File: src/rtl/demux3_stream.sv
// Registered 1-to-3 valid/ready stream demultiplexer with one-entry buffer per channel.
// Optional feature: define DEMUX3_ERRCNT_EN for a saturating dropped-beat counter on err_cnt.
module demux3_stream #(
    parameter int unsigned WIDTH = 8
) (
    input  logic             clk,
    input  logic             rst,
    input  logic             in_valid,
    output logic             in_ready,
    input  logic [1:0]       in_sel,
    input  logic [WIDTH-1:0] in_data,
    output logic             a_valid,
    input  logic             a_ready,
    output logic [WIDTH-1:0] a_data,
    output logic             b_valid,
    input  logic             b_ready,
    output logic [WIDTH-1:0] b_data,
    output logic             c_valid,
    input  logic             c_ready,
    output logic [WIDTH-1:0] c_data,
    output logic             err,
    output logic [7:0]       err_cnt
);

    typedef enum logic {
        EMPTY = 1'b0,
        FULL  = 1'b1
    } state_t;

    state_t           state  [3];
    logic [WIDTH-1:0] data_q [3];
    logic [2:0]       chan_ready;
    logic [2:0]       chan_hit;
    logic             accept;
    logic             illegal;

    assign chan_ready = {c_ready, b_ready, a_ready};

    always_comb begin
        chan_hit = '0;
        case (in_sel)
            2'b00:   chan_hit = 3'b001;
            2'b01:   chan_hit = 3'b010;
            2'b10:   chan_hit = 3'b100;
            default: chan_hit = 3'b000;
        endcase
    end

    // A full buffer can still take a beat when its consumer drains it this cycle.
    always_comb begin
        in_ready = 1'b1;
        case (in_sel)
            2'b00:   in_ready = (state[0] == EMPTY) | a_ready;
            2'b01:   in_ready = (state[1] == EMPTY) | b_ready;
            2'b10:   in_ready = (state[2] == EMPTY) | c_ready;
            default: in_ready = 1'b1;
        endcase
    end

    assign accept  = in_valid & in_ready;
    assign illegal = accept & (in_sel == 2'b11);

    always_ff @(posedge clk) begin
        if (rst) begin
            for (int unsigned i = 0; i < 3; i++) begin
                state[i]  <= EMPTY;
                data_q[i] <= '0;
            end
            err <= 1'b0;
        end else begin
            for (int unsigned i = 0; i < 3; i++) begin
                if (accept && chan_hit[i]) begin
                    state[i]  <= FULL;
                    data_q[i] <= in_data;
                end else if (chan_ready[i]) begin
                    state[i] <= EMPTY;
                end
            end
            err <= illegal;
        end
    end

    assign a_valid = (state[0] == FULL);
    assign b_valid = (state[1] == FULL);
    assign c_valid = (state[2] == FULL);
    assign a_data  = data_q[0];
    assign b_data  = data_q[1];
    assign c_data  = data_q[2];

`ifdef DEMUX3_ERRCNT_EN
    logic [7:0] cnt;

    always_ff @(posedge clk) begin
        if (rst) begin
            cnt <= '0;
        end else if (illegal && (cnt != 8'hFF)) begin
            cnt <= cnt + 8'd1;
        end
    end

    assign err_cnt = cnt;
`else
    assign err_cnt = '0;
`endif

endmodule

File: config.mk
export PLATFORM = sky130hd
export DESIGN_NAME = demux3_stream
export DESIGN_NICKNAME = d
export VERILOG_FILES = /design/src/rtl/demux3_stream.sv
export SDC_FILE = /design/constraint.sdc
export NUM_CORES = 1
export LEC_CHECK = 0
export ABC_AREA = 1
export CAP_MARGIN = 0
export CELL_PAD_IN_SITES_DETAIL_PLACEMENT = 0
export CELL_PAD_IN_SITES_GLOBAL_PLACEMENT = 1
export CORE_MARGIN = 2
export CORE_UTILIZATION = 27
export CTS_CLUSTER_SIZE = 8
export DETAILED_ROUTE_END_ITERATION = 16
export GPL_TIMING_DRIVEN = 0
export PLACE_DENSITY = 0.75
export SYNTH_ARGS = -nofsm -noshare
export SYNTH_HDL_FRONTEND = slang
export SYNTH_SLANG_ARGS = --single-unit
File: constraint.sdc
create_clock -name clk -period 1.4 [get_ports clk]
set_input_delay 0.28 -clock clk [delete_from_list [all_inputs] [get_ports clk]]
set_output_delay 0.28 -clock clk [all_outputs]
set_load 0.02 [all_outputs]
### After elaboration in Yosys (flattened, before gate mapping)

Memory sizes are Yosys's and may differ from the RTL's.
Index checks and enable logic that the tools add are counted.

| word-level totals | value |
|---|---|
| bits in registers | 1 |
| memories | 2 |
| input port bits | 16 |
| bits in writable memories | 27 |
| output and inout port bits | 37 |
| word-level logic and storage cells | 61 |

Memory list:

| name | words | width | rd ports | clocked after Yosys merged registers in | write ports | line | RTL |
|---|---|---|---|---|---|---|---|
| data_q | 3 | 8 | 3 | 0 | 3 | 31 | `logic [WIDTH-1:0] data_q [3];` |
| state | 3 | 1 | 3 | 0 | 3 | 30 | `state_t state [3];` |

| operators by class | value |
|---|---|
| equal/unequal tests | 3 |
| muxes and demuxes | 34 |
| bitwise operators | 17 |
| reduce and logical (&&, ||, !) cells | 4 |

Operator list:

| kind | count |
|---|---|
| 1-bit two-way mux | 29 |
| 8-bit two-way mux | 3 |
| 1-bit OR | 12 |
| 3-bit one-hot mux with 3 select lines | 1 |
| 2-bit == test (second input constant) | 2 |
| 1-bit logical AND | 3 |
| 1-bit NOT | 3 |
| 1-bit one-hot mux with 3 select lines | 1 |
| 1-bit bitwise AND | 2 |
| 2-bit by 1-bit == test with 1-bit output (second input constant) | 1 |
| 2-bit zero test | 1 |

### Depth between registers and ports, before layout

Gate-level depths: netlist of the first run.
An unclocked memory read counts as a cell.

| logic depth | value |
|---|---|
| word-level depth | 11 |
| mapped depth | 12 |
| mapped depth without buffers | 12 |

### Worst setup path before layout of the first run

OpenSTA, ideal clock, no wires.

| timing path | value |
|---|---|
| kind | flip-flop to flip-flop |
| start point | mem state[1] (netlist name) |
| end point | mem data_q[0][0], enable pin |
| period minus slack after synthesis | 1.592 ns |
| arrival time | 1.263 ns |
| setup slack | -0.192 ns |
| cell stages (with the launch flop) | 10 |
| buffers on the path | 0 |
| required time | 1.071 ns |
| cells stage by stage | edfxtp_1 > nand2_1 > nand2_1 > nand2_1 > inv_1 > nand2_2 > nand2_2 > inv_2 > nand2_1 > nand2_1 |

RTL lines:

| item | line |
|---|---|
| from (decl) | 30 |
| to (decl) | 31 |

==> reports/metrics.yaml, run 1 <==
design_area_um2: 1860
yosys_register_bits: 28
layout.nets: 179
yosysUniqueCellTypes: 16
worstPathMaxFanout: 3
drv_cap: 0
drc: 0
cp.required_ps: 1120
fin_crit_sh: 0.996
grt.overflow.total: 0
via_count: 847
synthTopCellsByCount: "edfxtp_1, nand2_1, inv_1"
synth_cells: 99
pre_cts_ws_ps: -805
stdcell_count: 212
first_global_vias: 819
period_minus_slack_ps: 1390
grt_max_degree: 16
hold_viol_final: 0
crit_path_end_kind: "output port"
reg2reg_setup_slack_ps: 30
nFillCells: 387
die_y_um: 69.0
cp_common_cell: "nand2_1"
track_usage: 0.101
tritoncts: "done"
cts_hold_buffers: 0
drv_slew: 0
crit_start: "state[1]"
synth_top_area_share: 0.684
fp.dieW_um: 69.0
place_hpwl_um: 1830
clockBufferDepth: 2
synth_ff_type: "edfxtp_1"
cp.buffers_inverters: 2
syn_area_um2: 1140
start_util: 0.283
r2r_cells: 9
power_density_nw_per_um2: 928
core_area_um2: 4030
synthTopCellsByArea: "edfxtp_1, nand2_1, inv_1"
cts_sinks: 28
place_area_um2: 1700
endpoint: "in_ready"
max-vdd-ir-drop_uv: 372
synth-seq-area-share: 0.719
dp_cells: 200
hold_path_class: "in2reg"
async_flop_share: 0
clk_latency_ps: 260
worst_hold_slack_ps: 499
setup_violations: 0
clock-root-buffer: "clkbuf_8"
rsz0062_at_grt: "true"
path_cells: "nand2_1 > nand2_1 > nand2_1 > inv_2 > nand2_4 > buf_6"
numCtsBuffers: 3
critPathSlowestCell: "edfxtp_1"
reg2reg_to: "data_q[0][17]"
leakage_nw: 0.899
holdCritStartpoint: "in_sel[1]"
rows: 23
slowest_delay_ps: 390
crit_type: "reg2out"
viasPerCell: 4.00
path_depth: 6
drtAntennaViolNets: 0
area_growth_pct: 63.2
io_pins: 53
finalWorstSetupSlack_ps: 5.32
fmaxAchievable_mhz: 717
clk_pin_slew_ps: 80
yosysWarnings: 0
dr.pass1.iters: 4
wl_um: 2310
grt_antenna_before_repair: 0
critPathArrivalTime_ps: 1110
status: "complete, no violations"
yosys.area.top_type: "edfxtp_1"
synth_edf_count: 26
diodes: 0
drive_above_1_share: 0.290
synth_most_common_cell: "edfxtp_1"
routabilityCongestion: 0.699
avgRoutedWirePerCell_um: 10.9
port_buffers: 44
start_kind: "flip-flop"
regToRegStartpoint: "state[1]"
htree_levels: 1
drt_iter0_drc: 68
syn_avg_cell_area_um2: 11.5
cpLargestDelayFamily: "flip-flops"
die-area_um2: 4760
fin_skew_ps: 1.19
grt_first_pass_wirelength_um: 3800
-- cell type report --
cell class / count / area [um2] / area share
flip-flops and latches: 28 / 822 / 0.442
repair buffers: 52 / 465 / 0.250
multi-input cells: 51 / 329 / 0.177
inverters: 19 / 77.6 / 0.0417
well taps: 50 / 62.6 / 0.0336
plain buffers: 8 / 60.1 / 0.0323
clock buffers: 4 / 45.0 / 0.0242
-- cell usage in the layout, fill, tap and decap left out, types with 3 or more instances in the layout --
cell,synthesis,final
nand2_4,0,4
nor2_2,0,8
nor2_1,14,4
dlygate4sd2_1,0,31
nand2_1,19,13
clkbuf_8,0,3
inv_1,18,16
edfxtp_1,26,26
conb_1,1,8
clkdlybuf4s50_1,0,10
buf_4,8,16
-- worst min-delay path by stage --
stage	endpoint	slack (ps)	cells after the start
finish	err	500	3
global route	err	500	3
CTS	err	500	3
detailed placement	state[2]	530	2
global placement	state[2]	520	2
floorplan	state[2]	340	1
-- report_power, final --
| group | internal (mW) | switching [mW] |
|---|---|---|
| combinational | 0.138 | 0.200 |
| clock | 0.203 | 0.212 |
| sequential | 0.963 | 0.0122 |
| total | 1.30 | 0.424 |
-- worst reg2reg max path, delay by kind of cell, from the launching register on --
kind	cells	cell delay [ps]
flops	1	390
simple gates	7	560
buf+inv	2	130
-- sequential cells by signal, summed over array words and instances, names as in the netlist --
name    flops
data_q     24
state       3
err         1
-- per-layer routing --
| layer | up-vias | global-route usage | wire, um |
|---|---|---|---|
| met5 | - | 0 | 0 |
| met3 | 2 | 0.0336 | 201 |
| li1 | 427 | - | - |
| met1 | 380 | 0.114 | 899 |
| met2 | 38 | 0.174 | 1190 |
| met4 | 0 | 0.0392 | 19 |
-- kinds of logic after synthesis --
| logic type | count (synthesis) | synth area share |
|---|---|---|
| DFF | 28 | 0.719 |
| other | 1 | 0.00329 |
| AOI/OAI and AO/OA | 3 | 0.0153 |
| buffers and inverters | 27 | 0.115 |
| and+or+nand+nor | 40 | 0.147 |
-- metrics by stage --
step	utilization	TNS, ps	total power, mW
2_1_floorplan	-	-380	1.17
3_3_place_gp	0.421	-30330	1.32
3_5_place_dp	0.421	-33520	1.33
4_1_cts	0.441	0	1.72
5_1_grt	0.462	-1650	1.82
6_report	0.462	0	1.73
-- repair_timing --
item,CTS,global route
setup endpoints to repair,82,52
setup buffers,2,6
gates resized for setup,60,7
pin swaps,4,3
(Power assumes the default switching activity.)
==> run 2, diff against run 1 <==
CORE_MARGIN = unset   (was 2)
GPL_ROUTABILITY_DRIVEN = 0   (was unset)
==> reports/metrics.yaml, run 2 (synthesis gave the netlist of run 1 again) <==
status: "complete, but fails checks"
violations: "negative setup slack"
layout_commonest_cell: "dlygate4sd2_1"
via_count: 847  # unchanged
drive_above_1_share: 0.292  # +0.00180
area_growth_pct: 68.3
fin_util: 0.477  # +0.0146
place_hpwl_um: 1750  # -4.4%
crit_type: "reg2out"
rsz0062_at_grt: "true"
grt.overflow.total: 0  # unchanged
cts_sinks: 28  # unchanged
power_density_nw_per_um2: 1010  # +8.6%
clk_latency_ps: 260  # about the same
die_y_um: 67.0  # -2.9%
htree_levels: 1  # unchanged
drv_cap: 0  # unchanged
period_minus_slack_ps: 1420  # +26.1 ps
p_total_mw: 1.94  # +12%
cp.required_ps: 1120  # about the same
drtAntennaViolNets: 0  # unchanged
grt_max_degree: 17  # +1
worstPathMaxFanout: 3  # unchanged
viasPerCell: 4.01  # +0.47%
io_pins: 53  # unchanged
top_regs: "data_q: 24 flops, state: 3 flops, err: 1 flops"
wl_um: 2240  # -2.9%
grt_first_pass_wirelength_um: 3450  # -9.2%
port_buffers: 44  # unchanged
clock-root-buffer: "clkbuf_8"
clockBufferDepth: 2  # unchanged
crit_path_end_kind: "output port"
finalWorstSetupSlack_ps: -20.8  # -26.1 ps
hold_path_class: "in2reg"
reg2reg_setup_slack_ps: 0  # -30 ps
largest_reg_flops: 24  # unchanged
clk_pin_slew_ps: 90  # about the same
nFillCells: 377  # -2.6%
drc: 0  # unchanged
dr.pass1.iters: 4  # unchanged
start_util: 0.283  # unchanged
critPathArrivalTime_ps: 1140  # +30 ps
fp.dieW_um: 67.0  # -2.9%
numCtsBuffers: 3  # unchanged
drv_slew: 0  # unchanged
fin_crit_sh: 1.01  # +0.0186
max-vdd-ir-drop_uv: 588  # +58%
fin_skew_ps: 6.54  # +5.35 ps
largest_register: "data_q"
most-common-layout-cells: "dlygate4sd2_1, edfxtp_1, inv_1"
grt_antenna_before_repair: 0  # unchanged
fmaxAchievable_mhz: 704  # -1.8%
start_kind: "flip-flop"
first_global_vias: 811  # -0.98%
rows: 23  # unchanged
track_usage: 0.105  # +0.00439
tritoncts: "done"
core_area_um2: 4030  # unchanged
drt_iter0_drc: 22  # -68%
diodes: 0  # unchanged
setup_violations: 4  # +4
hold_viol_final: 0  # unchanged
layout.nets: 178  # -0.56%
avgRoutedWirePerCell_um: 10.6  # -2.4%
leakage_nw: 0.920  # +2.4%
die-area_um2: 4490  # -5.7%
## run 2: cell types whose count changed in the layout (fill, tap and decap cells not counted), moves of 2 or more
cell,previous run,this run
nor2_2,8,1
nor2_4,2,9
buf_4,16,14
clkbuf_2,0,2
## run 2: path summary, 6_finish.rpt
path                                 endpoint  cells after the start  startpoint
worst max-delay path                 in_ready                      6    state[1]
worst min-delay path                      err                      3   in_sel[1]
worst max register to register  data_q[0][11]                     10    state[1]
worst min register to register       state[2]                      2    state[2]
## run 2: repair_timing
item	4_1_cts	5_1_grt
setup endpoints to repair	82	54
setup buffers	2	5
hold buffers	0	0
gates resized for setup	62	15
pin swaps	6	9
## run 2: cell type report
| class | instances | area [um2] | area share |
|---|---|---|---|
| clock inverters | 1 | 30.0 | 0.0156 |
| clock buffers | 3 | 41.3 | 0.0215 |
| inverters | 19 | 80.1 | 0.0417 |
| well taps | 50 | 62.6 | 0.0326 |
| flip-flops and latches | 28 | 822 | 0.428 |
| repair buffers | 51 | 460 | 0.240 |
| plain buffers | 8 | 60.1 | 0.0313 |
| multi-input cells | 51 | 364 | 0.190 |
## run 2: worst max-delay path, cell delays in order (launching register included)
cell      delay (ps)
edfxtp_1         410
nand2_1           90
nand2_1           70
nand2_1           70
inv_2             40
nand2_4           70
buf_6            120
## run 2: metrics by stage
step | area [um2] | hold WS (ps) | setup TNS (ps) | setup WS [ps] | std cells
3_3_place_gp | 1700 | 526 | -30480 | -744 | 200
4_1_cts | 1820 | 441 | -1180 | -60.3 | 206
2_1_floorplan | 1190 | 342 | -380 | -28.8 | 106
6_report | 1920 | 392 | -22.3 | -20.8 | 211
5_1_grt | 1920 | 403 | -1250 | -65.6 | 211
3_5_place_dp | 1700 | 533 | -33140 | -767 | 200
## run 2: per-layer routing
layer / vias to the layer above / track usage / part of all wire
li1: 423 / - / -
met1: 376 / 0.106 / 0.39
met2: 46 / 0.204 / 0.51
met3: 2 / 0.0188 / 0.091
met4: 0 / 0.0479 / 0.010
met5: - / 0 / 0
## run 2: report_power, final
group,switching (mW),leakage (nW),internal (mW)
registers,0.0121,0.295,0.963
logic,0.209,0.590,0.146
clock network,0.223,0.0357,0.382
total,0.444,0.920,1.49
